### config.mk
export PLATFORM = sky130hd
export DESIGN_NAME = pea_instr_scheduler
export DESIGN_NICKNAME = d
export VERILOG_FILES = /design/src/rtl/pea_instr_scheduler.sv
export SDC_FILE = /design/constraint.sdc
export NUM_CORES = 1
export LEC_CHECK = 0
export ABC_CLOCK_PERIOD_IN_PS = 2850
export BUFFER_PORTS_ARGS = -buffer_cell sky130_fd_sc_hd__buf_4
export CORE_ASPECT_RATIO = 1.5
export CORE_MARGIN = 2
export CORE_UTILIZATION = 45
export DETAILED_ROUTE_END_ITERATION = 6
export PLACE_DENSITY = 0.83
export SETUP_SLACK_MARGIN = 0.02
export SYNTH_ARGS = -nofsm -noshare
export SYNTH_HDL_FRONTEND = slang
export SYNTH_SLANG_ARGS = --single-unit
### constraint.sdc
create_clock -name clk -period 2.85 [get_ports clk]
set_clock_uncertainty 0.05 [all_clocks]
set_input_delay 0.57 -clock clk [delete_from_list [all_inputs] [get_ports clk]]
set_output_delay 0.57 -clock clk [all_outputs]
set_load 0.02 [all_outputs]
### src/rtl/pea_instr_scheduler.sv
// pea_instr_scheduler: instruction sequencer for the polynomial evaluation
// accelerator. Pops one instruction, decodes it, starts the matching
// sub-FSM (STP/EVP/EVB) or pulses the instruction reset, then writes a
// result/status word pair to the output FIFO. One instruction in flight.
// Optional macro PEA_SCHED_WDOG_EN adds a WAIT_DONE watchdog that aborts the
// instruction with status 4 after TIMEOUT_CYCLES cycles without a done.
module pea_instr_scheduler #(
    parameter int INSTR_W        = 16,
    parameter int DATA_W         = 32,
    parameter int TIMEOUT_CYCLES = 4096
) (
    input  logic               clk,
    input  logic               rst,
    input  logic               instr_valid,
    input  logic [INSTR_W-1:0] instr,
    output logic               instr_pop,
    output logic               start_stp,
    output logic               start_evp,
    output logic               start_evb,
    input  logic               done_stp,
    input  logic               done_evp,
    input  logic               done_evb,
    input  logic [DATA_W-1:0]  res_stp,
    input  logic [DATA_W-1:0]  res_evp,
    input  logic [DATA_W-1:0]  res_evb,
    input  logic [DATA_W-1:0]  sts_stp,
    input  logic [DATA_W-1:0]  sts_evp,
    input  logic [DATA_W-1:0]  sts_evb,
    output logic [2:0]         A_out,
    output logic               rst_instr,
    output logic               out_valid,
    output logic [DATA_W-1:0]  out_data,
    input  logic               out_ready,
    output logic               busy,
    output logic [15:0]        instr_count
);

    typedef enum logic [2:0] {
        S_IDLE, S_DECODE, S_DISPATCH, S_WAIT_DONE, S_RST_PULSE, S_WRITE_RES, S_WRITE_STS
    } state_t;

    localparam logic [3:0] OP_STP = 4'd0;
    localparam logic [3:0] OP_EVP = 4'd1;
    localparam logic [3:0] OP_EVB = 4'd2;
    localparam logic [3:0] OP_RST = 4'd3;

    state_t              state_q, state_d;
    logic [3:0]          op_q, op_d;
    logic [2:0]          a_q, a_d;
    logic [2:0]          a_out_q, a_out_d;
    logic [DATA_W-1:0]   res_q, res_d;
    logic [DATA_W-1:0]   sts_q, sts_d;
    logic [15:0]         count_q, count_d;

    // argument field travels with the instruction but is not interpreted here
    logic unused_arg;
    assign unused_arg = ^instr[INSTR_W-1:7];

`ifdef PEA_SCHED_WDOG_EN
    localparam int WD_W = $clog2(TIMEOUT_CYCLES + 1);
    logic [WD_W-1:0] wd_cnt_q, wd_cnt_d;
`else
    localparam int unused_tmo = TIMEOUT_CYCLES;
`endif

    // done/result/status of the sub-FSM selected by the current opcode
    logic              done_sel;
    logic [DATA_W-1:0] res_sel, sts_sel;

    // route the active sub-FSM's handshake; others are ignored
    always_comb begin
        done_sel = 1'b0;
        res_sel  = '0;
        sts_sel  = '0;
        case (op_q)
            OP_STP:  begin done_sel = done_stp; res_sel = res_stp; sts_sel = sts_stp; end
            OP_EVP:  begin done_sel = done_evp; res_sel = res_evp; sts_sel = sts_evp; end
            OP_EVB:  begin done_sel = done_evb; res_sel = res_evb; sts_sel = sts_evb; end
            default: ;
        endcase
    end

    // next-state and output decode
    always_comb begin
        state_d   = state_q;
        op_d      = op_q;
        a_d       = a_q;
        a_out_d   = a_out_q;
        res_d     = res_q;
        sts_d     = sts_q;
        count_d   = count_q;
        instr_pop = 1'b0;
        start_stp = 1'b0;
        start_evp = 1'b0;
        start_evb = 1'b0;
        rst_instr = 1'b1;
        out_valid = 1'b0;
        out_data  = '0;
`ifdef PEA_SCHED_WDOG_EN
        wd_cnt_d  = '0;
`endif
        case (state_q)
            S_IDLE: begin
                // never pop while reset is held so the FIFO head is not lost
                if (instr_valid && !rst) begin
                    instr_pop = 1'b1;
                    op_d      = instr[3:0];
                    a_d       = instr[6:4];
                    state_d   = S_DECODE;
                end
            end
            S_DECODE: begin
                a_out_d = a_q;
                case (op_q)
                    OP_STP, OP_EVP, OP_EVB: state_d = S_DISPATCH;
                    OP_RST: begin
                        res_d   = '0;
                        sts_d   = '0;
                        state_d = S_RST_PULSE;
                    end
                    default: begin
                        res_d   = '0;
                        sts_d   = DATA_W'(3);
                        state_d = S_WRITE_RES;
                    end
                endcase
            end
            S_DISPATCH: begin
                start_stp = (op_q == OP_STP);
                start_evp = (op_q == OP_EVP);
                start_evb = (op_q == OP_EVB);
                state_d   = S_WAIT_DONE;
            end
            S_WAIT_DONE: begin
                if (done_sel) begin
                    res_d   = res_sel;
                    sts_d   = sts_sel;
                    state_d = S_WRITE_RES;
                end
`ifdef PEA_SCHED_WDOG_EN
                else if (wd_cnt_q == WD_W'(TIMEOUT_CYCLES - 1)) begin
                    // hung sub-FSM: reset it and report a timeout
                    res_d   = '0;
                    sts_d   = DATA_W'(4);
                    state_d = S_RST_PULSE;
                end else begin
                    wd_cnt_d = wd_cnt_q + WD_W'(1);
                end
`endif
            end
            S_RST_PULSE: begin
                rst_instr = 1'b0;
                state_d   = S_WRITE_RES;
            end
            S_WRITE_RES: begin
                out_valid = 1'b1;
                out_data  = res_q;
                if (out_ready) state_d = S_WRITE_STS;
            end
            S_WRITE_STS: begin
                out_valid = 1'b1;
                out_data  = sts_q;
                if (out_ready) begin
                    count_d = count_q + 16'd1;
                    state_d = S_IDLE;
                end
            end
            default: state_d = S_IDLE;
        endcase
    end

    // state and datapath registers
    always_ff @(posedge clk) begin
        if (rst) begin
            state_q <= S_IDLE;
            op_q    <= '0;
            a_q     <= '0;
            a_out_q <= '0;
            res_q   <= '0;
            sts_q   <= '0;
            count_q <= '0;
        end else begin
            state_q <= state_d;
            op_q    <= op_d;
            a_q     <= a_d;
            a_out_q <= a_out_d;
            res_q   <= res_d;
            sts_q   <= sts_d;
            count_q <= count_d;
        end
    end

`ifdef PEA_SCHED_WDOG_EN
    // watchdog counter, only advances while waiting for done
    always_ff @(posedge clk) begin
        if (rst) wd_cnt_q <= '0;
        else     wd_cnt_q <= wd_cnt_d;
    end
`endif

    assign A_out       = a_out_q;
    assign busy        = (state_q != S_IDLE);
    assign instr_count = count_q;

endmodule

==> flow_metrics.tcl <==
set metrics [dict create \
    drive_above_1_share 0.365 \
    grt_pass1_vias 5254 \
    diodes 0 \
    outcome "complete, no violations" \
    port_buffers 263 \
    p_per_area_nw_per_um2 563 \
    synthFlopType "dfxtp_1" \
    rr_endpoint "sts_q[19]" \
    max_freq_mhz 371 \
    holdCritStartpoint "instr[1]" \
    cts_setup_buffers 0 \
    num_rows 47 \
    crit_fanout 33 \
    synth_cell_types 40 \
    drt_iter0_drc 224 \
    cts_buffer_depth 2 \
    async_flop_share 0 \
    holdPathStages 3 \
    track_usage 0.257 \
    regToRegSetupSlack_ns 0.50 \
    rsz0062_at_grt "no" \
    tritoncts "built" \
    cts.htree.levels 3 \
    hold_violations 0 \
    netlist_area_sq_um 4990 \
    relSlewSlack 0.547 \
    worstSkewPairLatency_ns 0.34 \
    n_fill_cell 884 \
    critPathCaptureType "output port" \
    final_util 0.673 \
    dieArea_sq_um 12000 \
    crit_arrival_ns 2.07 \
    dp.final_hpwl_mm 12.0 \
    leakage_nw 3.11 \
    reg2reg_from "op_q[0]" \
    synth_nets 791 \
    cts_buffers 9 \
    wl_per_cell_microns 16.6 \
    final-max-slew-violation-count 0 \
    fin_crit_ns 2.69 \
    maxCapViolCount 0 \
    initial_core_util 0.456 \
    vias_per_cell 5.59 \
    gp_congestion 0.836 \
    tightest_slew_ns 0.679 \
    path_clk_slew_ns 0.06 \
    cts_resized 0 \
    area_delta_synth_final_pct 47.6 \
    ys_seq_elements 93 \
    crit_required_ns 2.23 \
    root_buffer "clkbuf_16" \
    synthesis.instances 575 \
    synth_edf_count 0 \
    overflow 0 \
    drt_wl_total_mm 15.9 \
    grt_antenna_before_repair 0 \
    drtPass1Iterations 6 \
    yosysSeqAreaShare 0.373 \
    coreArea_sq_um 10900 \
    grt_pass1_wl_mm 25.1 \
    clock_sinks 93 \
    min_to "op_q[1]" \
    nNetsFinal 1025 \
    drc 0 \
    fp.dieW_microns 90.0 \
    worstSetupStartpointType "flip-flop" \
    ir_worst_vdd_uv 312 \
    syn_avg_cell_area_sq_um 8.67 \
    grt_start_max_net_pins 63 \
    timing.final.crit_share 0.945 \
    r2r_cells 5 \
    die_h_microns 133 \
    io_pins 273 \
    setup_viol 0 \
    vias 5371 \
    ant_nets 0 \
    hold_class "input pin to flip-flop" \
    path_class "flip-flop to output port" \
    yosys_warnings 0 \
    final.setup.tns_ns 0 \
    hold_buffers 0 \
]
-- critical path, cell delays in order, from the launching register on --
cell and delay, ns:
dfxtp_1 0.60, inv_1 0.17, and3_1 0.21, buf_4 0.25
or2_2 0.34, buf_4 0.16
-- cells by family after synthesis --
group                    Yosys count  synth area share
AO/OA/AOI/OAI                    205             0.284
multiplexers                      65             0.130
AND/OR/NAND/NOR                  149             0.145
buffers and inverters             54            0.0504
flip-flops                        93             0.373
adder cells (fa/ha/maj)            1           0.00251
XOR/XNOR                           8            0.0140
-- registers in the layout, summed over array words and instances (netlist names) --
register / count
res_q: 32
sts_q: 32
instr_count: 16
op_q: 4
A_out: 3
a_q: 3
state_q: 3
-- metrics by stage --
step	power, mW	setup WS [ns]	instance area (sq um)	hold slack, ns	cells
floorplan	2.36	0.446	4990	0.382	575
global route	4.35	0.0437	7360	0.377	960
detailed placement	2.88	0.521	7040	0.416	945
global placement	2.83	0.601	7040	0.401	945
finish	4.14	0.156	7360	0.377	960
CTS	4.16	0.146	7360	0.364	960
-- per-layer routing --
layer / GRT usage / up-vias / routed length [microns]
li1: - / 2591 / -
met1: 0.288 / 2513 / 6150
met5: 0 / - / 0
met3: 0.0535 / 28 / 1010
met4: 0.0940 / 0 / 352
met2: 0.476 / 239 / 8400
-- placed cells by master, fill, tap and decap left out, types with 6 or more instances in the layout --
| cell | instances |
|---|---|
| a22o_1 | 94 |
| buf_4 | 272 |
| o21ai_0 | 81 |
| nor2_1 | 13 |
| nand2b_1 | 9 |
| nand3_1 | 8 |
| dfxtp_1 | 91 |
| nand2_1 | 81 |
| clkbuf_16 | 9 |
| mux2i_1 | 65 |
| xor2_1 | 6 |
| a21oi_1 | 17 |
-- final cells by class --
cell class                      instances  area, sq um  share of cell area
Tap cell                              147          184              0.0250
Multi-Input combinational cell        428         2890               0.393
Clock buffer                           12          256              0.0348
Sequential cell                        93         1870               0.254
Clock inverter                          3         68.8             0.00935
Inverter                                3         11.3             0.00153
Timing Repair Buffer                  274         2080               0.283
-- worst max path at each step --
stage,from,to,slack [ns],cells after the start
2_1_floorplan,state_q[0],instr_pop,0.45,4
3_3_place_gp,state_q[1],out_valid,0.60,5
3_5_place_dp,state_q[1],out_valid,0.52,5
4_1_cts,state_q[1],out_valid,0.15,5
5_1_grt,state_q[1],out_valid,0.04,5
6_report,state_q[1],out_valid,0.16,5
-- synth_stat cells, types with 2 or more instances --
| master | instances | area share |
|---|---|---|
| nor3b_1 | 3 | 0.0045 |
| nand4_1 | 4 | 0.0050 |
| o21ai_0 | 81 | 0.081 |
| a22o_1 | 94 | 0.17 |
| buf_6 | 6 | 0.014 |
| buf_2 | 3 | 0.0030 |
| inv_1 | 3 | 0.0023 |
| clkbuf_1 | 40 | 0.030 |
| dfxtp_1 | 93 | 0.37 |
| nand2b_1 | 9 | 0.011 |
| nor2_1 | 13 | 0.0098 |
| or4_1 | 4 | 0.0060 |
| nand3_1 | 8 | 0.0080 |
| or2_2 | 2 | 0.0025 |
| and2_1 | 2 | 0.0025 |
| xnor2_1 | 2 | 0.0035 |
| or3_1 | 5 | 0.0063 |
| mux2i_1 | 65 | 0.13 |
| nand2_1 | 81 | 0.061 |
| buf_1 | 2 | 0.0015 |
| nor3_1 | 3 | 0.0030 |
| nand3b_1 | 2 | 0.0030 |
| nand4b_1 | 2 | 0.0035 |
| o31ai_1 | 4 | 0.0060 |
| a21oi_1 | 18 | 0.018 |
| nor2b_1 | 2 | 0.0025 |
| a211oi_1 | 2 | 0.0030 |
| and3_1 | 5 | 0.0063 |
| xor2_1 | 6 | 0.011 |
-- power by group --
| part | switching [mW] | internal (mW) | leakage (nW) |
|---|---|---|---|
| logic | 0.726 | 0.599 | 2.20 |
| registers | 0.137 | 1.39 | 0.752 |
| clock network | 0.474 | 0.813 | 0.159 |
Power figures use the tool's default switching activity.
